## src/rtl/iter_alu.sv

```systemverilog
// rtl/iter_alu.sv - registered EX-stage ALU with iterative multiply/divide and HI/LO
module iter_alu #(
  parameter int WIDTH     = 32,
  parameter bit MULDIV_EN = 1'b1
) (
  input  logic             W_clk,
  input  logic             W_rst_n,
  input  logic             W_valid,
  input  logic [3:0]       W_op_sel,
  input  logic [WIDTH-1:0] W_a,
  input  logic [WIDTH-1:0] W_b,
  input  logic             W_flush,
  output logic             R_ready,
  output logic             R_done,
  output logic [WIDTH-1:0] R_res,
  output logic [WIDTH-1:0] R_hi,
  output logic [WIDTH-1:0] R_lo
);

  localparam int SW = $clog2(WIDTH);
  localparam int CW = SW + 1;

  typedef enum logic [1:0] {S_IDLE, S_MUL, S_DIV} state_t;

  state_t           r_state;
  state_t           w_next_state;
  logic [CW-1:0]    r_cnt;

  // Working registers shared by MUL (product high/low, multiplicand)
  // and DIV (partial remainder, shifting quotient, divisor).
  logic [WIDTH-1:0] r_hi_w;
  logic [WIDTH-1:0] r_lo_w;
  logic [WIDTH-1:0] r_opnd;
  logic             r_neg_q;
  logic             r_neg_r;

  logic             w_accept;
  logic             w_op_md;
  logic             w_op_mul;
  logic             w_op_signed;
  logic             w_start_md;
  logic             w_last;
  logic             w_sign_a;
  logic             w_sign_b;
  logic [WIDTH-1:0] w_mag_a;
  logic [WIDTH-1:0] w_mag_b;
  logic [SW-1:0]    w_shamt;
  logic [WIDTH-1:0] w_alu_res;

  logic             w_mode_mul;
  logic [WIDTH-1:0] w_in_hi;
  logic [WIDTH-1:0] w_in_lo;
  logic [WIDTH-1:0] w_in_op;
  logic [WIDTH:0]   w_sum;
  logic [WIDTH:0]   w_shift;
  logic [WIDTH:0]   w_diff;
  logic [WIDTH-1:0] w_step_hi;
  logic [WIDTH-1:0] w_step_lo;

  logic [2*WIDTH-1:0] w_prod;
  logic [2*WIDTH-1:0] w_prod_fix;
  logic [WIDTH-1:0]   w_fin_hi;
  logic [WIDTH-1:0]   w_fin_lo;

  assign w_accept    = W_valid && R_ready && !W_flush;
  assign w_op_md     = (W_op_sel >= 4'd11) && (W_op_sel <= 4'd14);
  assign w_op_mul    = (W_op_sel == 4'd11) || (W_op_sel == 4'd12);
  assign w_op_signed = (W_op_sel == 4'd11) || (W_op_sel == 4'd13);
  assign w_start_md  = w_accept && w_op_md && MULDIV_EN;
  assign w_last      = (r_state != S_IDLE) && (r_cnt == CW'(1));
  assign w_shamt     = W_a[SW-1:0];

  assign w_sign_a = w_op_signed && W_a[WIDTH-1];
  assign w_sign_b = w_op_signed && W_b[WIDTH-1];
  assign w_mag_a  = w_sign_a ? -W_a : W_a;
  assign w_mag_b  = w_sign_b ? -W_b : W_b;

  // Single-cycle ALU result; mul/div and reserved opcodes yield zero here
  always_comb begin
    w_alu_res = '0;
    case (W_op_sel)
      4'd0:    w_alu_res = W_a + W_b;
      4'd1:    w_alu_res = W_a - W_b;
      4'd2:    w_alu_res = W_a & W_b;
      4'd3:    w_alu_res = W_a | W_b;
      4'd4:    w_alu_res[0] = $signed(W_a) < $signed(W_b);
      4'd5:    w_alu_res = W_a ^ W_b;
      4'd6:    w_alu_res = ~(W_a | W_b);
      4'd7:    w_alu_res[0] = W_a < W_b;
      4'd8:    w_alu_res = W_b << w_shamt;
      4'd9:    w_alu_res = W_b >> w_shamt;
      4'd10:   w_alu_res = $signed(W_b) >>> w_shamt;
      default: w_alu_res = '0;
    endcase
  end

  // One mul/div step; the accept edge runs the first step straight from the
  // operand magnitudes so the last step lands WIDTH-1 edges later
  always_comb begin
    w_mode_mul = w_start_md ? w_op_mul : (r_state == S_MUL);
    w_in_hi    = w_start_md ? '0 : r_hi_w;
    w_in_lo    = w_start_md ? w_mag_a : r_lo_w;
    w_in_op    = w_start_md ? w_mag_b : r_opnd;
    w_sum      = {1'b0, w_in_hi} + (w_in_lo[0] ? {1'b0, w_in_op} : '0);
    w_shift    = {w_in_hi, w_in_lo[WIDTH-1]};
    w_diff     = w_shift - {1'b0, w_in_op};
    if (w_mode_mul) begin
      w_step_hi = w_sum[WIDTH:1];
      w_step_lo = {w_sum[0], w_in_lo[WIDTH-1:1]};
    end else begin
      w_step_hi = w_diff[WIDTH] ? w_shift[WIDTH-1:0] : w_diff[WIDTH-1:0];
      w_step_lo = {w_in_lo[WIDTH-2:0], ~w_diff[WIDTH]};
    end
  end

  // Sign correction of the finished magnitude result
  always_comb begin
    w_prod     = {w_step_hi, w_step_lo};
    w_prod_fix = r_neg_q ? -w_prod : w_prod;
    if (r_state == S_MUL) begin
      w_fin_hi = w_prod_fix[2*WIDTH-1:WIDTH];
      w_fin_lo = w_prod_fix[WIDTH-1:0];
    end else begin
      w_fin_hi = r_neg_r ? -w_step_hi : w_step_hi;
      w_fin_lo = r_neg_q ? -w_step_lo : w_step_lo;
    end
  end

  // FSM state register
  always_ff @(posedge W_clk or negedge W_rst_n) begin
    if (!W_rst_n) r_state <= S_IDLE;
    else          r_state <= w_next_state;
  end

  // FSM next state: flush always wins, busy states leave on the last step
  always_comb begin
    w_next_state = r_state;
    if (W_flush) begin
      w_next_state = S_IDLE;
    end else begin
      case (r_state)
        S_IDLE:        if (w_start_md) w_next_state = w_op_mul ? S_MUL : S_DIV;
        S_MUL, S_DIV:  if (r_cnt == CW'(1)) w_next_state = S_IDLE;
        default:       w_next_state = S_IDLE;
      endcase
    end
  end

  // FSM output: ready only when no mul/div is in flight
  always_comb begin
    R_ready = (r_state == S_IDLE);
  end

  // Datapath: result, HI/LO, done pulse, counter and working registers
  always_ff @(posedge W_clk or negedge W_rst_n) begin
    if (!W_rst_n) begin
      R_res   <= '0;
      R_hi    <= '0;
      R_lo    <= '0;
      R_done  <= 1'b0;
      r_cnt   <= '0;
      r_hi_w  <= '0;
      r_lo_w  <= '0;
      r_opnd  <= '0;
      r_neg_q <= 1'b0;
      r_neg_r <= 1'b0;
    end else begin
      R_done <= 1'b0;
      if (W_flush) begin
        r_cnt <= '0;
      end else if (w_start_md) begin
        r_hi_w  <= w_step_hi;
        r_lo_w  <= w_step_lo;
        r_opnd  <= w_in_op;
        r_neg_q <= w_sign_a ^ w_sign_b;
        r_neg_r <= w_sign_a;
        r_cnt   <= CW'(WIDTH - 1);
      end else if (w_accept) begin
        R_res  <= w_alu_res;
        R_done <= 1'b1;
      end else if (r_state != S_IDLE) begin
        r_cnt <= r_cnt - CW'(1);
        if (w_last) begin
          R_hi   <= w_fin_hi;
          R_lo   <= w_fin_lo;
          R_res  <= w_fin_lo;
          R_done <= 1'b1;
        end else begin
          r_hi_w <= w_step_hi;
          r_lo_w <= w_step_lo;
        end
      end
    end
  end

endmodule

```

## config.mk

```make
export PLATFORM = sky130hd
export DESIGN_NAME = iter_alu
export DESIGN_NICKNAME = d
export VERILOG_FILES = /design/src/rtl/iter_alu.sv
export SDC_FILE = /design/constraint.sdc
export NUM_CORES = 1
export LEC_CHECK = 0
export ABC_AREA = 1
export CAP_MARGIN = 25
export CELL_PAD_IN_SITES_DETAIL_PLACEMENT = 2
export CELL_PAD_IN_SITES_GLOBAL_PLACEMENT = 2
export CORE_UTILIZATION = 30
export CTS_CLUSTER_DIAMETER = 120
export DETAILED_ROUTE_END_ITERATION = 10
export GPL_ROUTABILITY_DRIVEN = 0
export HOLD_SLACK_MARGIN = 0.05
export PLACE_DENSITY_LB_ADDON = 0.15
export SLEW_MARGIN = 30
export SYNTH_ARGS = -nofsm -noshare
export SYNTH_HDL_FRONTEND = slang
export SYNTH_SLANG_ARGS = --single-unit
export TNS_END_PERCENT = 20
```

## constraint.sdc

```tcl
create_clock -name W_clk -period 12 [get_ports W_clk]
set_clock_uncertainty 0.15 [all_clocks]
set_input_delay 2.4 -clock W_clk [delete_from_list [all_inputs] [get_ports W_clk]]
set_output_delay 2.4 -clock W_clk [all_outputs]
set_load 0.1 [all_outputs]
```

## Word-level counts from Yosys, hierarchy flattened

Index checks and enable logic that the tools add are counted.
W data, S select, Z words.

- Bits in registers: 203
- Bits in latches: 0
- RAM bits: 0
- Memory bits (read-only): 0
- Input bits: 72
- Output and inout bits: 98
- Word-level logic and storage cells: 124
- Memories kept: 0

- Add/subtract/negate cells: 10
- Multiply operators: 0
- Divide/modulo/power cells: 0
- $lt $le $gt $ge: 4
- Eq/ne operators: 21
- Shifts and indexed selects: 3
- Multiplexer cells: 42
- Bitwise gates (word level): 9
- Reduce and logical (&&, ||, !) cells: 24

Operator list:

| operator | number |
|---|---|
| $mux W32 | 24 |
| $pmux W31 S9 | 1 |
| $neg A32 Y32 | 4 |
| $lt A32 B32 Y1 | 2 |
| $mux W64 | 1 |
| $neg A64 Y64 | 1 |
| $add A32 B32 Y33 | 1 |
| $sub A33 B32 Y33 | 1 |
| $add A32 B32 Y32 | 1 |
| $and A32 B32 Y32 | 1 |
| $not A32 Y32 | 1 |
| $or A32 B32 Y32 | 1 |
| $shl A32 B5 Y32 | 1 |
| $shr A32 B5 Y32 | 1 |
| $sshr A32 B5 Y32 | 1 |
| $sub A32 B32 Y32 | 1 |
| $xor A32 B32 Y32 | 1 |
| $eq A4 B4 Y1 const B | 6 |
| $mux W6 | 4 |
| $eq A4 B3 Y1 const B | 4 |
| $pmux W1 S11 | 1 |
| $eq A4 B2 Y1 const B | 2 |
| $mux W2 | 4 |
| $reduce_and A4 Y1 | 2 |
| other kinds (25) | 46 |

## Logic depth before layout (Yosys ltp)

Gate-level depths: netlist of run 1.

- Word-level depth: 14
- Depth in mapped cells: 44
- Gate-level depth less buffers: 43

## Worst setup path before layout of run 1

OpenSTA, ideal clock, no wires.

- Path type: input-to-reg
- From: input W_b[1]
- To: register R_hi[20]
- Setup time: 120 ps
- Arrival: 7151 ps
- Path slack: 4580 ps
- Cell stages on the path: 36
- Path buffers: 0
- Cell sequence: inv_1 -> ha_1 -> nand2_1 -> nor2_1 -> nand3_1 -> o31ai_1 -> o21ai_1 -> a21oi_2 -> nand3_1 -> nor2_1 -> nor2_1 -> a21oi_1 -> o21ai_1 -> xor2_1 -> nand2_1 -> o21ai_1 -> ha_1 -> nand2_1 -> nor2_1 -> and2_1 -> and2_1 -> nand2_2 -> nand3_1 -> nand2_2 -> nand2_1 -> nand2_2 -> ha_1 -> nand3_1 -> nor3_2 -> nand3_1 -> nor2_1 -> nand3_1 -> nand2_2 -> nand4_1 -> nand3_1 -> nand2_1

- Longest elaborated chain between the ends: 9

Ends and longest elaborated chain:

| item | line | RTL |
|---|---|---|
| start, declared | 11 | `input logic [WIDTH-1:0] W_b,` |
| $neg A32 Y32 | 76 | `assign w_mag_b = w_sign_b ? -W_b : W_b;` |
| $mux W32 (*) | 76 |  |
| $mux W32 (*) | 103 | `w_in_op = w_start_md ? w_mag_b : r_opnd;` |
| $sub A33 B32 Y33 / $mux W32 (equally long branches) | 106, 104 |  |
| $mux W32, or another cell as far along | 111 | `w_step_hi = w_diff[WIDTH] ? w_shift[WIDTH-1:0] : w_diff[WIDTH-1:0];` |
| $mux W32 | 107 | `if (w_mode_mul) begin` |
| $neg A64 Y64 / $neg A32 Y32 (equally long branches) | 119, 124 |  |
| $mux W64 / $mux W32 (equally long branches) | 119, 124 |  |
| $mux W32 (*) | 120 | `if (r_state == S_MUL) begin` |
| end signal, assigned | 184 | `R_hi <= w_fin_hi;` |
| end, declared | 16 | `output logic [WIDTH-1:0] R_hi,` |

Mark *: on every way between the ends. The rest lies on a longest branch, timed or not.
A chain may end at the register's enable or synchronous reset.

## Final worst setup path of run 1

- From: input W_op_sel[2]
- To: register R_res[30]

- Longest elaborated chain between the ends: 14

Ends and longest elaborated chain:

| item | line | RTL |
|---|---|---|
| start, declared | 9 | `input logic [3:0] W_op_sel,` |
| parallel branches: the longest is 14 deep, another holds $neg A64 Y64 | -- |  |
| end signal, assigned | 179 | `R_res <= w_alu_res;` |
| end signal, assigned | 186 | `R_res <= w_fin_lo;` |
| end, declared | 15 | `output logic [WIDTH-1:0] R_res,` |

Several ways; the timed one is not identified. The select of a mux whose other input is x is not followed.

==> results of run 1 <==
[flip-flops by register name, indices dropped and copies added (netlist names)]
| register | flops |
|---|---|
| R_done | 1 |
| R_hi | 32 |
| R_lo | 32 |
| R_res | 32 |
| r_cnt | 6 |
| r_hi_w | 32 |
| r_lo_w | 32 |
| r_neg_q | 1 |
| r_neg_r | 1 |
| r_opnd | 32 |
| r_state | 2 |
[synth_stat cells, drive strengths merged, types with 5 or more instances]
library cell / n / share of area (%)
xnor2: 17 / 0.56
o211ai: 33 / 0.93
clkinv: 8 / 0.11
a22o: 6 / 0.20
o221ai: 8 / 0.26
and2: 9 / 0.21
nand3b: 12 / 0.34
o21bai: 15 / 0.44
a31oi: 21 / 0.49
o31ai: 6 / 0.17
nor2: 467 / 6.9
o21ai: 403 / 7.6
a21oi: 320 / 6.1
o21a: 15 / 0.42
inv: 485 / 6.8
clkbuf: 133 / 1.9
buf: 57 / 1.5
xor2: 73 / 2.4
nand2: 1581 / 23
or2: 54 / 1.3
a21boi: 7 / 0.20
nand3: 332 / 6.4
a211oi: 5 / 0.14
nor4: 15 / 0.35
o22ai: 14 / 0.33
nand4: 54 / 1.3
ha: 168 / 7.9
a221oi: 15 / 0.49
mux2i: 9 / 0.34
a21o: 7 / 0.20
o2111ai: 19 / 0.62
dfrtp: 203 / 19
nor3: 37 / 0.71
[path summary, 6_finish.rpt]
path	from	endpoint	slack [ns]	cells after the start
worst max register to register	r_state[0]$_DFFE_PN0P_	R_res[30]$_DFFE_PN0P_	5.21	35
worst min register to register	r_opnd[10]$_DFFE_PN0P_	r_opnd[10]$_DFFE_PN0P_	0.32	2
worst min-delay path	r_opnd[10]$_DFFE_PN0P_	r_opnd[10]$_DFFE_PN0P_	0.32	2
max in group asynchronous	W_rst_n	r_opnd[10]$_DFFE_PN0P_	8.77	2
min in group asynchronous	W_rst_n	R_res[13]$_DFFE_PN0P_	1.62	1
worst max-delay path	W_op_sel[2]	R_res[30]$_DFFE_PN0P_	2.29	40
[critical path, delay by kind of cell]
family	cells	cell delay [ns]
AOI/OAI and AO/OA	6	1.49
xor gates and xnor gates	2	0.65
adders and majority gates	2	0.53
buffers and inverters	4	1.29
and+or+nand+nor	26	3.63
[per-stage QoR]
step                setup slack (ns)  power (mW)
floorplan                       4.58        5.58
global placement                2.36        7.79
detailed placement              1.97        7.92
CTS                             2.43        8.88
global route                    1.69        9.48
finish                          2.29        8.89
[layout make-up]
type / instances / area [µm²]
Multi-Input combinational cell: 3748 / 18900
Tap cell: 1165 / 1460
Timing Repair Buffer: 224 / 2070
Fill cell: 11300 / 58000
Inverter: 493 / 1860
Clock inverter: 15 / 173
Clock buffer: 38 / 820
Antenna cell: 6 / 15.0
Sequential cell: 203 / 5080
[cells by family after synthesis]
kind of cell	Yosys count	share of synthesized area, %
buffers and inverters	683	10.3
muxes	11	0.421
and+or+nand+nor	2563	40.1
xor gates and xnor gates	90	2.95
adders and majority gates	172	8.16
DFF	203	19.0
AOI/OAI and AO/OA	912	19.2
[layer usage]
| metal | wire, µm | up-vias | track usage [%] |
|---|---|---|---|
| met2 | 69100 | 902 | 54.2 |
| met4 | 7700 | 6 | 14.6 |
| met1 | 67500 | 16500 | 43.8 |
| met3 | 7870 | 236 | 3.46 |
| li1 | - | 15200 | - |
| met5 | 39 | - | 0 |
[power by group through the flow]
stage	logic (mW)	registers, mW	clock network, mW
3_3_place_gp	6.62	1.17	0
2_1_floorplan	3.44	2.14	0
6_report	6.81	1.17	0.912
5_1_grt	7.32	1.20	0.954
4_1_cts	6.78	1.18	0.930
3_5_place_dp	6.74	1.18	0
==> reports/qor.tcl, run 1 <==
set qor(clock.fmax_mhz) 103
set qor(seq_area_frac_synth_pct) 19.0
set qor(final.hold.worst_slack_ns) 0.325
set qor(swShare_pct) 64.1
set qor(seqPwrFrac_pct) 13.2
set qor(cp_slowest_stage_delay_ns) 0.51
set qor(timing.critical_path.arrival_ns) 10.07
set qor(layout.cells.non_filler) 5892
set qor(timing.final.max_slew_violations) 0
set qor(grt_pass1_wl_um) 225000
set qor(path_class) {input port to flop}
set qor(tightest_slew_ns) 1.03
set qor(postSynth.asyncResetShare_pct) 100
set qor(postSynthCellCount) 4634
set qor(fp.coreArea_mm2) 0.0884
set qor(clock_sinks) 203
set qor(cellInternalPower_mw) 3.20
set qor(setup_violations) 0
set qor(fin_crit_sh_pct) 80.9
set qor(routed_length_per_placed_instance_um) 25.8
set qor(drt-total-wl_um) 152000
set qor(fp-row-count) 109
set qor(leakage_nw) 15.0
set qor(firstDrtPassIters) 5
set qor(die-width_um) 301
set qor(initial_utilization_pct) 30.3
set qor(power.share.combinational_pct) 76.6
set qor(ys_warn_count) 0
set qor(detail_route.iter0.violations) 2330
set qor(height_of_the_die_um) 301
set qor(grt_antenna_before_repair) 7
set qor(final_net_count) 4943
set qor(ys_seq_elements) 203
set qor(synth_area_per_cell_um2) 5.77
set qor(route.antenna.remaining_nets) 0
set qor(cts-resized-gates) 0
set qor(ios) 170
set qor(postLayoutCoreUtil_pct) 34.4
set qor(cell_area_after_placement_mm2) 0.0294
set qor(final_layout_size_suffix_gt1_share_pct) 5.38
set qor(pwr-share-clk_pct) 10.3
set qor(vias) 32900
set qor(cts.root.buffer_cell) {clkbuf_16}
set qor(grt_max_degree) 139
set qor(hold_buffers) 0
set qor(h-tree-depth) 1
set qor(die-area_mm2) 0.0904
set qor(worst_path_max_delay_cell) {clkdlybuf4s50_1}
set qor(layout.cells.most_common_list) {1,544 x nand2_1, 476 x inv_1, 442 x nor2_1}
set qor(setup_total_negative_slack_ns) 0
set qor(worst_setup_hold_path_clk_slew_ns) 0.06
set qor(slew_headroom_pct) 31.0
set qor(clock_latency_ns) 0.59
set qor(synth_cell_area_mm2) 0.0267
set qor(worst_setup_path_end_kind) {flop}
set qor(postSynthNetCount) 4878
set qor(postCtsSetupBuffers) 0
set qor(run_status) {finished clean}
set qor(layout.cells.most_common) {nand2_1}
set qor(place.port_buffers) 169
set qor(cts_tree) {built}
set qor(ys_dominant_reg_cell) {dfrtp_1}
set qor(critPathMaxFanout) 25
set qor(power_per_cell_area_mw_per_mm2) 292
set qor(via_count_of_the_first_global_routing_pass) 34500
set qor(grt_use_total_pct) 33.1
set qor(cp.required_ns) 12.35
set qor(average_via_count_per_standard_cell) 5.58
set qor(netlist-cell-type-count) 71
set qor(dpl.cell_count) 5833
set qor(overflow) 0
set qor(timing.final.hold_violations) 0
set qor(hpwlAfterDp_um) 125000
set qor(max_cap_viol_count) 0
set qor(ctsLongestPathBuffers) 3
set qor(rsz_0062_raised_after_global_routing) {no}
set qor(setup.worst_path.start_class) {input port}
set qor(power.switching_mw) 5.70
set qor(holdCritPathClass) {flop to flop}
set qor(route.detailed.drc) 0
set qor(finished_layout_cell_area_mm2) 0.0304
set qor(critical_path.most_common_cell) {nand2_1}
set qor(period_minus_slack_ns) 9.71
set qor(synth_edf_count) 0
set qor(power.ir.vdd_worst_uv) 250
set qor(cts_made_buffers) 29
set qor(flow.area_growth_from_synthesis_pct) 13.7
Note: power is estimated with default switching activity, not from simulation.
==> inputs of run 2 (changes only) <==
- CORE_UTILIZATION: 30 -> 29
- clock period: 12 -> 8.75 ns (I/O delays scaled with it)
==> run 2 against run 1 <==
Compared with the run above:
- sequential share of layout area shrank 0.20 points
- design area grew 1.2%
- hold slack gained 0.0046 ns
- final cell count grew 0.98%
- global-route usage shrank 0.39 points
- critical path type unchanged
==> reports/qor.tcl, run 2 (synthesis gave the netlist of run 1 again) <==
set qor(h-tree-depth) 1
set qor(pwr-share-clk_pct) 10.2
set qor(final_layout_size_suffix_gt1_share_pct) 6.23
set qor(ctsLongestPathBuffers) 3
set qor(route.antenna.remaining_nets) 0
set qor(worst_setup_path_end_kind) {flop}
set qor(regToRegSetupSlack_ns) 2.06
set qor(fin_total_pwr_mw) 12.4
set qor(place.port_buffers) 169
set qor(timing.final.max_slew_violations) 0
set qor(firstDrtPassIters) 5
set qor(grt_max_degree) 98
set qor(run_status) {finished clean}
set qor(leakage_nw) 15.3
set qor(die-area_mm2) 0.0934
set qor(height_of_the_die_um) 306
set qor(r2r_start) {r_state[1]$_DFFE_PN0P_}
set qor(cts_tree) {built}
set qor(tightest_slew_ns) 1.08
set qor(timing.final.ws_setup_ns) 0.543
set qor(vias) 33400
set qor(period_minus_slack_ns) 8.21
set qor(fp-row-count) 111
set qor(setup_total_negative_slack_ns) 0
set qor(timing.critical_path.from) {W_b[2]}
set qor(route.detailed.drc) 0
set qor(final.hold.worst_slack_ns) 0.329
set qor(detail_route.iter0.violations) 2422
set qor(layout.cells.most_common_list) {1,544 x nand2_1, 476 x inv_1, 441 x nor2_1}
set qor(timing.critical_path.arrival_ns) 8.52
set qor(clock.fmax_mhz) 122
set qor(final_net_count) 4988
set qor(capturing_instance_or_port_of_the_critical_path) {R_hi[22]$_DFFE_PN0P_}
set qor(drt-total-wl_um) 156000
set qor(cts_made_buffers) 27
set qor(cts.root.buffer_cell) {clkbuf_16}
set qor(cellInternalPower_mw) 4.48
set qor(cell_area_after_placement_mm2) 0.0298
set qor(routed_length_per_placed_instance_um) 26.2
set qor(r2r-end) {R_hi[31]$_DFFE_PN0P_}
set qor(hpwlAfterDp_um) 129000
set qor(overflow) 0
set qor(dpl_worst_slack_ns) 0.170
set qor(power.ir.vdd_worst_uv) 222
set qor(die-width_um) 306
set qor(critical_path.most_common_cell) {nand2_1}
set qor(grt_antenna_before_repair) 6
set qor(clock_latency_ns) 0.58
set qor(via_count_of_the_first_global_routing_pass) 34400
set qor(layout.cells.most_common) {nand2_1}
set qor(critPathMaxFanout) 24
set qor(grt_pass1_wl_um) 229000
set qor(finished_layout_cell_area_mm2) 0.0308
set qor(cp_slowest_stage_delay_ns) 0.65
set qor(seqPwrFrac_pct) 12.9
set qor(swShare_pct) 63.8
set qor(grt_use_total_pct) 32.7
set qor(worst_path_max_delay_cell) {o21ai_0}
set qor(cp.required_ns) 9.06
set qor(postCtsSetupBuffers) 0
set qor(path_class) {input port to flop}
set qor(ios) 170
set qor(worst_setup_hold_path_clk_slew_ns) 0.06
set qor(max_cap_viol_count) 0
set qor(clock_sinks) 203
set qor(power.share.combinational_pct) 76.9
set qor(timing.reg2reg.worst_path_depth) 31
set qor(power_per_cell_area_mw_per_mm2) 402
set qor(fp.coreArea_mm2) 0.0915
set qor(setup_violations) 0
set qor(diodes) 0
set qor(initial_utilization_pct) 29.2
set qor(holdCritPathClass) {flop to flop}
set qor(setup.worst_path.start_class) {input port}
set qor(average_via_count_per_standard_cell) 5.61
set qor(timing.final.hold_violations) 0
set qor(flow.area_growth_from_synthesis_pct) 15.1
set qor(slew_headroom_pct) 27.9
set qor(power.switching_mw) 7.90
set qor(fin_crit_sh_pct) 93.8
-- run 2: cell types whose count changed in the layout (fill, tap and decap cells not counted), moves of 2 or more --
cell / before / now
buf_4: 54 / 101
diode_2: 6 / 0
buf_2: 10 / 7
clkdlybuf4s50_1: 157 / 160
bufinv_16: 3 / 5
clkbuf_16: 29 / 27
clkinv_4: 3 / 1
clkinvlp_4: 2 / 0
nor2_2: 17 / 19
-- run 2: power groups by stage --
stage               logic, mW  clock network, mW  registers, mW
floorplan                4.71                  0           2.94
global placement         9.23                  0           1.60
detailed placement       9.41                  0           1.61
CTS                      9.46               1.29           1.60
global route             10.2               1.32           1.65
finish                   9.52               1.26           1.60
-- run 2: area by class of cell --
class | instances | area, µm²
clock inverters | 13 | 204
fillers | 11500 | 60700
well taps | 1186 | 1480
inverters | 493 | 1860
flip-flops and latches | 203 | 5080
multi-input cells | 3748 | 19000
repair buffers | 271 | 2430
clock buffers | 36 | 779
-- run 2: worst max-delay path: cells and delay by family --
kind,cells,cell delay (ns)
AO/OA/AOI/OAI,4,1.32
AND/OR/NAND/NOR,20,3.24
adder cells (fa/ha/maj),2,0.62
buffers and inverters,8,1.53
-- run 2: per-stage QoR --
stage,cells,util (%)
2_1_floorplan,4634,-
5_1_grt,5950,33.6
3_5_place_dp,5901,32.6
6_report,5950,33.6
4_1_cts,5950,33.6
3_3_place_gp,5901,32.6
-- run 2: worst min path at each step --
stage / startpoint / end / slack (ns) / cells after the start
6_report: r_lo_w[22]$_DFFE_PN0P_ / r_lo_w[22]$_DFFE_PN0P_ / 0.33 / 2
5_1_grt: R_lo[15]$_DFFE_PN0P_ / R_lo[15]$_DFFE_PN0P_ / 0.34 / 2
4_1_cts: r_lo_w[26]$_DFFE_PN0P_ / r_lo_w[26]$_DFFE_PN0P_ / 0.34 / 2
3_5_place_dp: r_opnd[29]$_DFFE_PN0P_ / r_opnd[29]$_DFFE_PN0P_ / 0.32 / 2
3_3_place_gp: r_opnd[29]$_DFFE_PN0P_ / r_opnd[29]$_DFFE_PN0P_ / 0.31 / 2
2_1_floorplan: r_opnd[10]$_DFFE_PN0P_ / r_opnd[10]$_DFFE_PN0P_ / 0.29 / 2
-- run 2: metal layers --
layer  global-route usage [%]  wire length [µm]
met5                        0                89
met4                     16.8              9290
met2                     52.4             69300
met1                     43.7             70200
met3                     2.68              7160
-- run 2: what timing repair did --
| item | CTS | global route |
|---|---|---|
| hold buffers | 0 | 0 |
| gates resized for setup | 0 | 2 |
| setup endpoints to repair | 0 | 14 |
